File: src/rtl/axi_stream_fifo.sv
// First-word-fall-through AXI4-Stream FIFO on a single clock.
// Reports stored words (level) and stored TLAST beats (pkt_count) for upstream flow control.
module axi_stream_fifo #(
   parameter int byte_width = 4,
   parameter int user_width = 1,
   parameter int depth_log2 = 4
) (
   input  logic                    clk,
   input  logic                    reset,
   input  logic                    s_tvalid,
   output logic                    s_tready,
   input  logic [8*byte_width-1:0] s_tdata,
   input  logic [byte_width-1:0]   s_tstrb,
   input  logic [byte_width-1:0]   s_tkeep,
   input  logic                    s_tlast,
   input  logic [user_width-1:0]   s_tuser,
   output logic                    m_tvalid,
   input  logic                    m_tready,
   output logic [8*byte_width-1:0] m_tdata,
   output logic [byte_width-1:0]   m_tstrb,
   output logic [byte_width-1:0]   m_tkeep,
   output logic                    m_tlast,
   output logic [user_width-1:0]   m_tuser,
   output logic [depth_log2:0]     level,
   output logic [depth_log2:0]     pkt_count
);

   localparam int data_width  = 8*byte_width;
   localparam int depth       = 1 << depth_log2;
   localparam int entry_width = data_width + 2*byte_width + 1 + user_width;

   typedef logic [depth_log2:0] ptr_t;

   logic [entry_width-1:0] mem [depth];
   logic [entry_width-1:0] head;

   ptr_t wr_ptr;
   ptr_t rd_ptr;
   ptr_t wr_ptr_next;
   ptr_t rd_ptr_next;
   logic push;
   logic pop;
   logic full_next;

   assign push = s_tvalid && s_tready;
   assign pop  = m_tvalid && m_tready;

   // Derived only from registered pointers, so no input reaches m_tvalid combinationally.
   assign m_tvalid = (wr_ptr != rd_ptr);

   always_comb begin
      wr_ptr_next = wr_ptr;
      rd_ptr_next = rd_ptr;
      if (push) wr_ptr_next = wr_ptr + ptr_t'(1);
      if (pop)  rd_ptr_next = rd_ptr + ptr_t'(1);
      full_next = (wr_ptr_next[depth_log2-1:0] == rd_ptr_next[depth_log2-1:0]) &&
                  (wr_ptr_next[depth_log2] != rd_ptr_next[depth_log2]);
   end

   // Storage is not reset; stale entries are unreachable once the pointers clear.
   always_ff @(posedge clk) begin
      if (push) mem[wr_ptr[depth_log2-1:0]] <= {s_tdata, s_tstrb, s_tkeep, s_tlast, s_tuser};
   end

   assign head = mem[rd_ptr[depth_log2-1:0]];
   assign {m_tdata, m_tstrb, m_tkeep, m_tlast, m_tuser} = head;

   always_ff @(posedge clk or posedge reset) begin
      if (reset) begin
         wr_ptr    <= '0;
         rd_ptr    <= '0;
         s_tready  <= 1'b0;
         level     <= '0;
         pkt_count <= '0;
      end else begin
         wr_ptr   <= wr_ptr_next;
         rd_ptr   <= rd_ptr_next;
         s_tready <= !full_next;

         if (push && !pop)      level <= level + ptr_t'(1);
         else if (pop && !push) level <= level - ptr_t'(1);

         case ({push && s_tlast, pop && m_tlast})
            2'b10:   pkt_count <= pkt_count + ptr_t'(1);
            2'b01:   pkt_count <= pkt_count - ptr_t'(1);
            default: pkt_count <= pkt_count;
         endcase
      end
   end

endmodule
File: config.mk
export PLATFORM = sky130hd
export DESIGN_NAME = axi_stream_fifo
export DESIGN_NICKNAME = d
export VERILOG_FILES = /design/src/rtl/axi_stream_fifo.sv
export SDC_FILE = /design/constraint.sdc
export NUM_CORES = 1
export LEC_CHECK = 0
export CORE_ASPECT_RATIO = 1.25
export CORE_MARGIN = 1.5
export CORE_UTILIZATION = 40
export DETAILED_ROUTE_END_ITERATION = 10
export GPL_TIMING_DRIVEN = 1
export PLACE_DENSITY = 0.52
export SYNTH_ARGS = -nofsm -noshare
export SYNTH_HDL_FRONTEND = slang
export SYNTH_SLANG_ARGS = --single-unit
export TNS_END_PERCENT = 10
File: constraint.sdc
create_clock -name clk -period 6.7 [get_ports clk]
set_input_delay 1.34 -clock clk [delete_from_list [all_inputs] [get_ports clk]]
set_output_delay 1.34 -clock clk [all_outputs]
set_load 0.01 [all_outputs]
Yosys cells after proc, flatten, opt, wreduce, memory -nomap -nowiden
Memory sizes are Yosys's and may differ from the RTL's.
Index checks and enable logic that the tools add are counted.
{"block": "op_classes", "addsub": 6, "n_mux": 7, "n_eq_ne": 5, "reduce_logical": 12}
{"op": "5-bit by 1-bit adder with 5-bit output (second input constant)", "n": 4}
{"op": "5-bit two-way mux", "n": 4}
{"op": "5-bit case mux with 2 select lines", "n": 1}
{"op": "5-bit by 1-bit subtractor with 5-bit output (second input constant)", "n": 2}
{"op": "1-bit logical AND", "n": 7}
{"op": "5-bit inequality test", "n": 1}
{"op": "4-bit == test", "n": 1}
{"op": "2-bit nonzero test", "n": 2}
{"op": "1-bit zero test", "n": 3}
{"op": "2-bit by 1-bit == test with 1-bit output (second input constant)", "n": 1}
{"op": "2-bit == test (second input constant)", "n": 1}
{"op": "1-bit two-way mux", "n": 2}
{"op": "1-bit inequality test", "n": 1}
{"block": "word_totals", "register_bits": 21, "output_inout_bits": 54, "mem_count": 1, "ramBits": 672, "in_bits": 46}
{"name": "mem", "depth": 16, "word_bits": 42, "rd": 1, "rd_clocked_by_memory_dff": 0, "wr": 1, "line": "34", "source": "logic [entry_width-1:0] mem [depth];"}

Longest topological paths before layout
{"block": "depth", "ltp_word": 6, "mapped_depth": 14, "mapped_depth_nobuf": 13}

Least setup slack after synthesis
OpenSTA, ideal clock, no wires.
{"block": "synth_timing", "kind": "input-to-reg", "from": "input s_tvalid", "to": "memory mem[3][0] (netlist name), enable pin", "arrival_time_ns": 4.712, "t_required_ns": 6.206, "cell_stages": 4, "path_slack_ns": 1.495, "setup_ns": 0.494, "cell_sequence": "and2_1 -> buf_2 -> nand2_1 -> nor3_1"}
{"block": "synth_via", "elab_chain_len": 3}
{"item": "start: declaration", "line": "10", "source": "input logic s_tvalid,"}
{"item": "1-bit logical AND", "line": "45", "source": "assign push = s_tvalid && s_tready;"}
{"item": "1-bit two-way mux", "line": "62", "source": "if (push) mem[wr_ptr[depth_log2-1:0]] <= {s_tdata, s_tstrb, s_tkeep, s_tlast, s_tuser};"}
{"item": "1-bit two-way mux (implied by the code)", "line": "62"}
{"item": "end: declaration", "line": "34"}
Every way passes these cells.

Worst setup path after layout
{"block": "layout_timing", "from": "register rd_ptr[1]", "to": "output m_tdata[2]"}
{"block": "layout_via", "elab_chain_len": 1}
{"item": "start: declaration", "line": "38", "source": "ptr_t rd_ptr;"}
{"item": "start signal: assignment", "line": "77", "source": "rd_ptr <= rd_ptr_next;"}
{"item": "memory 16 x 42 bit"}
{"item": "end: declaration", "line": "19", "source": "output logic [8*byte_width-1:0] m_tdata,"}
Every way passes these cells.

==> reports/results.ini <==
[clock_network]
cts_buffer_depth=3
cts.repair.resized=0
h-tree-depth=3
cts_tree=yes
cts-root-buf=clkbuf_16
ctsHoldBuffers=0
cts.sinks=693
numCtsBuffers=68
worstSkewPairLatency_ns=0.60
post_cts_buffers=0
clkTransAtPathRegs_ns=0.06

[finish]
multi_input_area_um2=5750
utilization_pct=47.0
n_fill_cell=5373
area_delta_synth_final_pct=15.7
regArea_um2=20700
layout-drive-gt1-share_pct=29.2
fin_nets=1291

[setup_path]
cp_max_fo=58
criticalPathCategory=register to output pin
rr_worst_depth=12
worstSetupStartpointType=register
endpoint_kind=output pin
worst_ep_arrival_time_ns=3.71
worst_ep_required_time_ns=5.36

[route]
vias_per_cell=5.46
first_iter_violations=1080
num_vias=11700
drtPass1Iterations=5
ant_nets=0
drc_errors=0
drt_wl_total_um=59100
wl_per_cell_um=27.7

[synth]
synthCells=1079
netlist-cell-type-count=39
yosys_warnings=0
ys_ff_latch=693
syn-num-nets=1140
synth.yosys.seq_area_share_pct=77.5
synth-main-ff-cell=edfxtp_1
ys_async_sr_fraction_pct=3.03
syn_area_per_cell_um2=24.8
synth_edf_count=672
synth_area_um2=26700

[floorplan]
die_x_um=234
die-area_um2=68400
io_pins=100
fp.coreArea_um2=65800
fp.dieH_um=292
rows=105
start_util_pct=40.6

[sta]
drv_slew=0
clock_skew_ns=0.0234
period_share_pct=75.4
max_slew_margin_pct=17.8
period_minus_slack_ns=5.05
setup_viol=0
max_freq_ghz=0.198
setup_tns_ns=0
rsz0062_at_grt=false
worstMarginPinSlew_ns=1.23
hold_viol_final=0

[place]
numPortBuffers=99
gp_congestion=0.701
hpwl_um=30600

[min_path]
holdPathStages=1
hold_class=register to register

[grt]
grt.overflow.total=0
grt_first_pass_wirelength_um=87300
gr-usage-all-layers_pct=18.0
grt_max_degree=59
first_global_vias=12600
antenna_found_initial=4

[power]
power_density_nw_per_um2=432
leakage_uw=0.00970
max-vdd-ir-drop_mv=0.253

[job]
drv_cap=0

[run_status]
outcome=complete, no violations

[metrics by stage]
step | total power (uW) | setup slack (ns) | cells | hold WS (ns) | instance area [um2]
after floorplan | 8380 | 1.49 | 1079 | 0.460 | 26700
after detailed placement | 10000 | 2.19 | 2016 | 0.462 | 28900
final | 13400 | 1.65 | 2136 | 0.466 | 30900
after global placement | 10000 | 2.20 | 2016 | 0.460 | 28900
after global routing | 14000 | 1.50 | 2135 | 0.493 | 30900
after CTS | 13600 | 1.54 | 2135 | 0.474 | 30900
[worst max-delay path, cell delays in order (launching register included)]
cell             delay (ns)
dfrtp_4                1.05
buf_4                  0.61
mux4_2                 0.38
mux4_2                 0.54
clkdlybuf4s50_1        0.52
[cells in the mapped netlist, types with 5 or more instances]
cell	count	share of area (%)
xnor2_1	11	0.36
clkbuf_1	15	0.21
nand2_1	13	0.18
xor2_1	10	0.33
o21ai_0	5	0.094
mux4_2	210	18
buf_6	17	0.72
edfxtp_1	672	76
nor2_1	16	0.22
buf_1	12	0.17
dfrtp_1	21	2.0
buf_2	8	0.15
xnor2_2	5	0.30
inv_1	9	0.13
nor3_1	5	0.094
ha_1	13	0.61
[flip-flops by register name, indices dropped and copies added, names as in the netlist]
signal / flops
s_tready: 1
pkt_count: 5
mem: 672
level: 5
wr_ptr: 5
rd_ptr: 5
[routing by layer]
| layer | part of all wire, % | track usage, % | wire length, um | vias up |
|---|---|---|---|---|
| li1 | - | - | - | 4932 |
| met1 | 43 | 25.0 | 25700 | 6386 |
| met2 | 50 | 29.3 | 29900 | 251 |
| met3 | 4.1 | 3.16 | 2430 | 86 |
| met4 | 1.8 | 4.82 | 1090 | 6 |
| met5 | 0.047 | 0 | 28 | - |
[power by group]
group	internal (uW)	switching [uW]	total, uW
clock network	1980	1600	3580
logic	2240	1870	4100
registers	5250	441	5690
total	9460	3910	13400
[layout by cell type (no fill, tap or decap), types with 3 or more instances in the layout]
cell / netlist / final
ha_1: 13 / 13
clkinv_1: 0 / 9
nor3_2: 0 / 4
buf_4: 1 / 30
clkdlybuf4s50_1: 0 / 99
nor2_4: 0 / 12
nand2_1: 13 / 13
a21o_1: 4 / 4
clkinv_2: 0 / 18
dfrtp_1: 21 / 17
edfxtp_1: 672 / 672
xnor2_1: 11 / 11
a21oi_1: 4 / 4
nor2_1: 16 / 4
xor2_1: 10 / 10
dfrtp_4: 0 / 3
o21ai_0: 5 / 5
inv_6: 0 / 3
inv_1: 9 / 9
nand3_1: 3 / 3
buf_12: 0 / 5
clkbuf_16: 0 / 69
clkbuf_1: 15 / 16
xnor2_2: 5 / 5
mux4_2: 210 / 210
[worst paths after layout]
check / startpoint / end / slack [ns]
min in group asynchronous: reset / wr_ptr[4]$_DFF_PP0_ / 1.25
setup reg to reg: rd_ptr[1]$_DFF_PP0_ / level[4]$_DFFE_PP0P_ / 2.73
max in group asynchronous: reset / rd_ptr[1]$_DFF_PP0_ / 4.80
setup / recovery: rd_ptr[1]$_DFF_PP0_ / m_tdata[2] / 1.65
hold / removal: pkt_count[4]$_DFFE_PP0P_ / pkt_count[4]$_DFFE_PP0P_ / 0.47
hold reg to reg: pkt_count[4]$_DFFE_PP0P_ / pkt_count[4]$_DFFE_PP0P_ / 0.47
[final cells by class]
cell class	count	area share [%]
Timing Repair Buffer	134	4.26
Sequential cell	693	67.0
Clock inverter	34	0.785
Clock buffer	85	5.78
Antenna cell	1	0.00809
Multi-Input combinational cell	324	18.6
Inverter	9	0.109
Tap cell	856	3.46
[logic make-up after synthesis]
logic type	share of synthesized area, %
xor gates and xnor gates	1.08
AOI/OAI and AO/OA	0.543
buffers and inverters	1.40
DFF	77.5
and+or+nand+nor	0.815
muxes	17.9
adders and majority gates	0.759
Power figures use the tool's default switching activity.
